$ cat src/rtl/imm_encoder.sv
// Immediate encoder: packs an RV32 immediate into the immediate bit positions
// of a base instruction. Two-stage valid/ready pipeline. Stage 1 captures the
// request and precomputes whether the immediate is encodable. Stage 2 holds the
// packed instruction and error flag. Also counts emitted and erroneous results.
module imm_encoder #(
  parameter int CNT_W = 16
) (
  input  logic             clk,
  input  logic             rst,
  input  logic             in_valid,
  output logic             in_ready,
  input  logic [2:0]       ImmSel,
  input  logic [31:0]      imm,
  input  logic [31:0]      base_inst,
  output logic             out_valid,
  input  logic             out_ready,
  output logic [31:0]      inst_out,
  output logic             range_err,
  output logic [CNT_W-1:0] emit_cnt,
  output logic [7:0]       err_cnt
);

  localparam logic [2:0] SEL_I = 3'b001;
  localparam logic [2:0] SEL_B = 3'b010;
  localparam logic [2:0] SEL_J = 3'b011;
  localparam logic [2:0] SEL_S = 3'b100;
  localparam logic [2:0] SEL_U = 3'b101;

  // True when the immediate is too wide or misaligned for the selected format.
  function automatic logic range_bad(input logic [2:0] sel, input logic signed [31:0] v);
    logic bad;
    bad = 1'b0;
    case (sel)
      SEL_I, SEL_S: bad = (v < -32'sd2048) || (v > 32'sd2047);
      SEL_B:        bad = (v < -32'sd4096) || (v > 32'sd4095) || v[0];
      SEL_J:        bad = (v < -32'sd1048576) || (v > 32'sd1048575) || v[0];
      SEL_U:        bad = (v[11:0] != 12'h000);
      default:      bad = 1'b0;
    endcase
    return bad;
  endfunction

  // Scatter the immediate into its format's bit positions; other bits come from base.
  function automatic logic [31:0] pack(input logic [2:0] sel, input logic [31:0] v,
                                       input logic [31:0] base);
    logic [31:0] r;
    r = base;
    case (sel)
      SEL_I: r[31:20] = v[11:0];
      SEL_S: begin
        r[31:25] = v[11:5];
        r[11:7]  = v[4:0];
      end
      SEL_B: begin
        r[31]    = v[12];
        r[30:25] = v[10:5];
        r[11:8]  = v[4:1];
        r[7]     = v[11];
      end
      SEL_J: begin
        r[31]    = v[20];
        r[30:21] = v[10:1];
        r[20]    = v[11];
        r[19:12] = v[19:12];
      end
      SEL_U:   r[31:12] = v[31:12];
      default: r = base;
    endcase
    return r;
  endfunction

  logic              vld_p1;
  logic [2:0]        sel_p1;
  logic signed [31:0] imm_p1;
  logic [31:0]       base_p1;
  logic              bad_p1;
  logic              vld_p2;
  logic [31:0]       inst_p2;
  logic              err_p2;
  logic              rdy_p1;
  logic              rdy_p2;
  logic              out_hs;

  assign rdy_p2    = !vld_p2 || out_ready;
  assign rdy_p1    = !vld_p1 || rdy_p2;
  assign in_ready  = rdy_p1 && !rst;
  assign out_valid = vld_p2;
  assign inst_out  = inst_p2;
  assign range_err = err_p2;
  assign out_hs    = vld_p2 && out_ready;

  // ---- stage 1: request capture and range check ----
  // Stage 1 valid advances whenever stage 1 can accept.
  always_ff @(posedge clk or posedge rst) begin
    if (rst) begin
      vld_p1 <= 1'b0;
    end else if (rdy_p1) begin
      vld_p1 <= in_valid;
    end
  end

  // Stage 1 payload loads only on an accepted request; it is qualified by vld_p1.
  always_ff @(posedge clk) begin
    if (rdy_p1 && in_valid) begin
      sel_p1  <= ImmSel;
      imm_p1  <= imm;
      base_p1 <= base_inst;
      bad_p1  <= range_bad(ImmSel, imm);
    end
  end

  // ---- stage 2: packed instruction and error flag ----
  // Stage 2 holds its result while the consumer stalls.
  always_ff @(posedge clk or posedge rst) begin
    if (rst) begin
      vld_p2  <= 1'b0;
      inst_p2 <= 32'h0;
      err_p2  <= 1'b0;
    end else if (rdy_p2) begin
      vld_p2 <= vld_p1;
      if (vld_p1) begin
        inst_p2 <= pack(sel_p1, imm_p1, base_p1);
        err_p2  <= bad_p1;
      end
    end
  end

  // Handshake counters: emit count wraps, error count saturates.
  always_ff @(posedge clk or posedge rst) begin
    if (rst) begin
      emit_cnt <= '0;
      err_cnt  <= 8'h00;
    end else if (out_hs) begin
      emit_cnt <= emit_cnt + CNT_W'(1);
      if (err_p2 && (err_cnt != 8'hFF)) begin
        err_cnt <= err_cnt + 8'd1;
      end
    end
  end

endmodule

$ cat config.mk
export PLATFORM = sky130hd
export DESIGN_NAME = imm_encoder
export DESIGN_NICKNAME = d
export VERILOG_FILES = /design/src/rtl/imm_encoder.sv
export SDC_FILE = /design/constraint.sdc
export NUM_CORES = 1
export LEC_CHECK = 0
export ABC_AREA = 1
export CAP_MARGIN = 20
export CORE_AREA = 5 5 106 108
export CTS_CLUSTER_DIAMETER = 40
export DETAILED_ROUTE_END_ITERATION = 12
export DIE_AREA = 0 0 111 113
export PLACE_DENSITY = 0.91
export SETUP_SLACK_MARGIN = 0.1
export SLEW_MARGIN = 20
export SYNTH_ARGS = -nofsm -noshare
export SYNTH_HDL_FRONTEND = slang
export SYNTH_SLANG_ARGS = --single-unit
$ cat constraint.sdc
create_clock -name clk -period 3.7 [get_ports clk]
set_input_delay 0.74 -clock clk [delete_from_list [all_inputs] [get_ports clk]]
set_output_delay 0.74 -clock clk [all_outputs]
set_load 0.03 [all_outputs]
==> results of run 1 <==
## registers in the layout (all words and copies together), names as in the netlist
register,flops
bad_p1,1
imm_p1,32
sel_p1,3
inst_out,32
out_valid,1
range_err,1
base_p1,32
vld_p1,1
err_cnt,8
emit_cnt,16
## logic make-up (layout without fill, tap and decap cells)
logic type,count (synthesis),in the layout
and+or+nand+nor,220,220
AOI/OAI and AO/OA,67,67
xor gates and xnor gates,19,19
DFF,127,127
buffers and inverters,48,203
adders and majority gates,2,2
## cell type report
type | instances | area share (%)
Inverter | 39 | 2.05
Multi-Input combinational cell | 308 | 20.8
Timing Repair Buffer | 132 | 18.4
Clock inverter | 15 | 1.89
Sequential cell | 127 | 48.8
Clock buffer | 17 | 5.74
Tap cell | 136 | 2.36
## through the flow
step | power, uW | hold slack (ns) | setup WS [ns] | std cells | instance area (um2)
floorplan | 2590 | 0.418 | 0.614 | 483 | 5210
global placement | 3110 | 0.426 | 0.744 | 742 | 6660
CTS | 4680 | 0.457 | 0.721 | 774 | 7210
detailed placement | 3160 | 0.438 | 0.728 | 742 | 6660
finish | 4650 | 0.458 | 0.730 | 774 | 7210
global route | 4860 | 0.470 | 0.642 | 774 | 7210
## worst min-delay path by stage
stage | cells after the start | slack, ns | to
6_report | 2 | 0.46 | inst_out[3]$_DFFE_PP0P_
5_1_grt | 2 | 0.47 | inst_out[1]$_DFFE_PP0P_
4_1_cts | 2 | 0.46 | inst_out[1]$_DFFE_PP0P_
3_5_place_dp | 2 | 0.44 | inst_out[0]$_DFFE_PP0P_
3_3_place_gp | 2 | 0.43 | inst_out[4]$_DFFE_PP0P_
2_1_floorplan | 2 | 0.42 | inst_out[0]$_DFFE_PP0P_
## worst max-delay path: stages
cell	delay (ns)
clkdlybuf4s50_1	0.53
inv_1	0.08
nand3_1	0.11
nand2_1	0.06
inv_1	0.05
clkdlybuf4s50_1	0.66
## where the power goes
part | internal (uW) | total [uW] | switching, uW
Sequential | 1740 | 1910 | 169
Clock | 895 | 1520 | 624
Combinational | 493 | 1230 | 737
Total | 3120 | 4650 | 1530
## cell usage in the layout (no fill, tap or decap)
| cell | synthesis | routed |
|---|---|---|
| bufinv_16 | 0 | 1 |
| clkbuf_8 | 0 | 1 |
| edfxtp_1 | 68 | 68 |
| buf_12 | 0 | 1 |
| nand3_2 | 2 | 2 |
| o211ai_1 | 1 | 1 |
| nand4_1 | 11 | 11 |
| and2_0 | 1 | 1 |
| nand2_4 | 3 | 3 |
| clkbuf_16 | 0 | 16 |
| o21ai_0 | 15 | 15 |
| o21ai_1 | 14 | 14 |
| xor2_1 | 11 | 11 |
| clkdlybuf4s50_1 | 0 | 129 |
| nand2_2 | 3 | 3 |
| nand2_1 | 121 | 121 |
| inv_6 | 0 | 4 |
| xnor2_1 | 8 | 8 |
| inv_1 | 30 | 28 |
| nor2_2 | 1 | 1 |
| nor2_4 | 5 | 5 |
| clkinvlp_4 | 0 | 6 |
| a21oi_1 | 37 | 37 |
| nor3_1 | 3 | 3 |
| nand3_1 | 21 | 21 |
| clkinv_4 | 0 | 2 |
| nor2_1 | 49 | 49 |
| dfrtp_1 | 59 | 59 |
| clkinv_2 | 1 | 2 |
| clkinv_1 | 0 | 1 |
| inv_2 | 8 | 10 |
| buf_4 | 0 | 2 |
| ha_1 | 2 | 2 |
## routing by layer
layer	GRT usage (%)	part of all wire, %	vias up
met5	0	0	-
met4	8.78	3.0	0
met3	4.65	4.9	27
met2	35.2	52	139
met1	24.2	40	1897
li1	-	-	1898
==> flow_metrics.tcl, run 1 <==
set metrics [dict create \
    status "finished, final reports clean" \
    synth_compound_area_share_pct 6.48 \
    grt_max_degree 60 \
    start_util_pct 51.4 \
    yosys.area.top_type "edfxtp_1" \
    reg2reg_from "sel_p1[1]$_DFFE_PP_" \
    syn_nets 556 \
    fin_nets 698 \
    cts_tree "built" \
    synth-main-ff-cell "edfxtp_1" \
    cp-endpoint "in_ready" \
    postRouteAntennaNets 0 \
    port-buffer-count 129 \
    grt_pass1_vias 4153 \
    first_pass_iters 5 \
    place.gp.congestion 0.769 \
    post_drt_wl_per_cell_um 15.9 \
    clkTransAtPathRegs_ns 0.06 \
    n_antenna_cell 0 \
    dieHeight_um 113 \
    ys_seq_area_share_pct 67.5 \
    r2r-end "inst_out[29]$_DFFE_PP0P_" \
    area.growth.synth_to_final_pct 38.4 \
    hp-start "base_p1[3]$_DFFE_PP_" \
    fp.dieArea_um2 12500 \
    cts_buffers 17 \
    final_core_util_pct 71.1 \
    rows 37 \
    yosys.area_share.simple_pct 18.6 \
    drive_gt1_share_pct 9.25 \
    cp.required_ns 2.96 \
    tightest_slew_ns 0.770 \
    fmax_mhz 337 \
    synth_fa_ha_area_share_pct 0.480 \
    hold_viol 0 \
    synth_edf_count 68 \
    synth_top_family_by_area "simple AND/OR/NAND/NOR gates" \
    cts_sinks 127 \
    crit_type "in2out" \
    insertion_delay_ns 0.50 \
    synthTopCellsByArea "edfxtp_1 39%, dfrtp_1 28%, nand2_1 8.7%" \
    drc 0 \
    ff2ff_path_depth 8 \
    async_reset_ff_share_pct 46.5 \
    clockBufferDepth 2 \
    io_pins 130 \
    skew_ns 0.0125 \
    synth_cells 483 \
    synth.most_common_cell "nand2_1" \
    fp.dieW_um 111 \
    rsz0062_at_grt "false" \
    cts_hold_buf 0 \
    crit_start "out_ready" \
    drv_slew 0 \
    relSlewSlack_pct 48.7 \
    synth_cell_types 26 \
    synth_warnings 0 \
    critPathLaunchType "input pin" \
    routed_via_density 5.12 \
    leakage_uw 0.00301 \
    drtIter0Drc 376 \
    syn_avg_cell_area_um2 10.8 \
    hpwl_um 8930 \
    cp-end-kind "output pin" \
    ys_ff_latch 127 \
    period_share_pct 80.3 \
    powerDensity_nw_per_um2 645 \
    post_cts_buffers 0 \
    grt_pass1_wl_um 20000 \
    synth_area_um2 5210 \
    seqCellArea_um2 3520 \
    htree_num_levels 4 \
    ff2ff_setup_slack_ns 1.84 \
    crit_arrival_ns 2.23 \
    ctsResizeCount 0 \
    synthMuxAreaShare_pct 0 \
    finalWirelength_um 12300 \
    drv_cap 0 \
    finalCriticalPeriod_ns 2.97 \
    core_um2 10100 \
    multi_input_area_um2 1500 \
    grt_overflow 0 \
    synthXorXnorAreaFrac_pct 3.19 \
    fill_cells 683 \
    tns_ns 0 \
    final-setup-viol-count 0 \
    yosys-top-cells-count "121 x nand2_1, 68 x edfxtp_1, 59 x dfrtp_1, 49 x nor2_1, 37 x a21oi_1" \
    peakVddDrop_v 0.000324 \
    min_path_type "reg2reg" \
    antenna_found_initial 0 \
    yosys.area.top_type_share_pct 39.2 \
    critical_path_peak_fanout 3 \
    grt_util_all_layers_pct 20.2 \
    root_buffer "clkbuf_8" \
    vias 3961 \
]
No activity file was read; power rests on OpenSTA's default activity.
==> run 2: changes to the inputs <==
Settings changed: CORE_AREA 5 5 106 108 to 5 5 115 117, DIE_AREA 0 0 111 113 to 0 0 120 122, PLACE_DENSITY 0.91 to 0.83.
Clock period 3.7 ns to 2.5 ns, I/O delays scaled along.
==> flow_metrics.tcl, run 2 (same netlist as run 1, synthesis figures left out) <==
set metrics [dict create \
    finalWirelength_um 12400 \
    grt_max_degree 69 \
    cp.required_ns 2.00 \
    crit_arrival_ns 1.66 \
    drive_gt1_share_pct 9.38 \
    grt_util_all_layers_pct 17.7 \
    drv_slew 0 \
    hold_path_end "inst_out[0]$_DFFE_PP0P_" \
    path_cells "clkdlybuf4s50_1 -> inv_1 -> nand3_1 -> nand2_1 -> inv_1 -> dlygate4sd2_1" \
    fin_area_um2 7320 \
    cts_sinks 127 \
    place.gp.congestion 0.816 \
    reg2reg_from "sel_p1[1]$_DFFE_PP_" \
    grt_pass1_wl_um 20200 \
    hp-start "base_p1[0]$_DFFE_PP_" \
    fp.dieArea_um2 14600 \
    mostFrequentLayoutCell "clkdlybuf4s50_1" \
    drc 0 \
    cp-end-kind "output pin" \
    fin_nets 700 \
    period_share_pct 86.3 \
    finalCriticalPeriod_ns 2.16 \
    post_drt_wl_per_cell_um 15.6 \
    leakage_uw 0.00305 \
    root_buffer "clkbuf_16" \
    post_cts_buffers 0 \
    routed_via_density 5.01 \
    peakVddDrop_v 0.000392 \
    r2r-end "inst_out[30]$_DFFE_PP0P_" \
    hpwl_um 8950 \
    htree_num_levels 4 \
    crit_type "in2out" \
    whs_path_depth 2 \
    status "finished, final reports clean" \
    powerDensity_nw_per_um2 978 \
    critPathLaunchType "input pin" \
    drv_cap 0 \
    dp_cells 758 \
    clockBufferDepth 2 \
    fp.dieW_um 120 \
    clkTransAtPathRegs_ns 0.06 \
    cts_buffers 17 \
    ff2ff_path_depth 8 \
    grt_pass1_vias 4124 \
    cpPeakStageDelay_ns 0.48 \
    vias 3958 \
    min_path_type "reg2reg" \
    slowest_stage "clkdlybuf4s50_1" \
    start_util_pct 42.5 \
    insertion_delay_ns 0.40 \
    critical_path_peak_fanout 3 \
    drtIter0Drc 350 \
    core_um2 12300 \
    dpl-instance-area_um2 6700 \
    rsz0062_at_grt "false" \
    crit_family "buffers and inverters" \
    postRouteAntennaNets 0 \
    area.growth.synth_to_final_pct 40.4 \
    port-buffer-count 129 \
    ff2ff_setup_slack_ns 0.60 \
    io_pins 130 \
    relSlewSlack_pct 48.7 \
    n_antenna_cell 0 \
    cts_tree "built" \
    layoutNonFillerInstCount 790 \
    crit_buf_inv 4 \
    hold_viol 0 \
    cpMostUsedCell "inv_1" \
    layout_common_cells "128 x clkdlybuf4s50_1, 121 x nand2_1, 68 x edfxtp_1" \
    skew_ns 0.00865 \
    tightest_slew_ns 0.769 \
    dieHeight_um 122 \
    first_pass_iters 5 \
    rows 41 \
    antenna_found_initial 0 \
    grt_overflow 0 \
    fmax_mhz 463 \
    tns_ns 0 \
    final-setup-viol-count 0 \
]
## run 2: cell types whose count changed in the layout (fill, tap and decap cells not counted), sizes merged
cell	delta
clkbuf	+4
inv	-4
buf	+2
bufinv	+2
clkdlybuf4s50	-1
clkinv	-1
clkinvlp	-1
dlygate4sd2	+1
## run 2: through the flow
step                power (uW)  hold slack, ns  setup WS [ns]  utilization, %
finish                    7160           0.441          0.342            59.7
CTS                       7220           0.446          0.345            59.7
floorplan                 3830           0.418          0.248               -
global route              7500           0.465          0.305            59.7
detailed placement        4690           0.429         0.0794            54.6
global placement          4620           0.426         0.0922            54.6
## run 2: how the worst max path moves through the flow
stage | startpoint | endpoint | slack [ns] | depth (start not counted)
floorplan | out_valid$_DFFE_PP0P_ | bad_p1$_DFFE_PP_ | 0.25 | 3
global placement | out_ready | in_ready | 0.09 | 6
detailed placement | out_ready | in_ready | 0.08 | 6
CTS | out_ready | in_ready | 0.34 | 6
global route | out_ready | in_ready | 0.31 | 6
finish | out_ready | in_ready | 0.34 | 6
## run 2: power by group
part | leakage [uW] | switching (uW) | internal [uW]
Combinational | 0.00137 | 1090 | 733
Sequential | 0.00139 | 245 | 2570
Clock | 0.000290 | 887 | 1630
Total | 0.00305 | 2220 | 4940
## run 2: layout make-up
type	instances	area (um2)
Timing Repair Buffer	134	1340
Clock buffer	21	460
Multi-Input combinational cell	308	1500
Tap cell	150	188
Fill cell	990	4940
Inverter	39	155
Sequential cell	127	3520
Clock inverter	11	156
## run 2: metal layers
layer | part of all wire, % | global-route usage (%) | wire length, um
met1 | 41 | 21.8 | 5010
met2 | 51 | 29.8 | 6290
met3 | 6.7 | 5.01 | 830
met4 | 1.9 | 6.51 | 229
met5 | 0 | 0 | 0
## run 2: tightest hold or removal path: cells and delay by family, from the launching register on
family	cells	cell delay, ns
flip-flops	1	0.32
AND/OR/NAND/NOR	2	0.10
## run 2: what timing repair did
item / CTS / global route
setup endpoints to repair: 1 / 0
hold buffers: 0 / 0
hold endpoints to repair: 0 / 0
resized for setup: 1 / 0
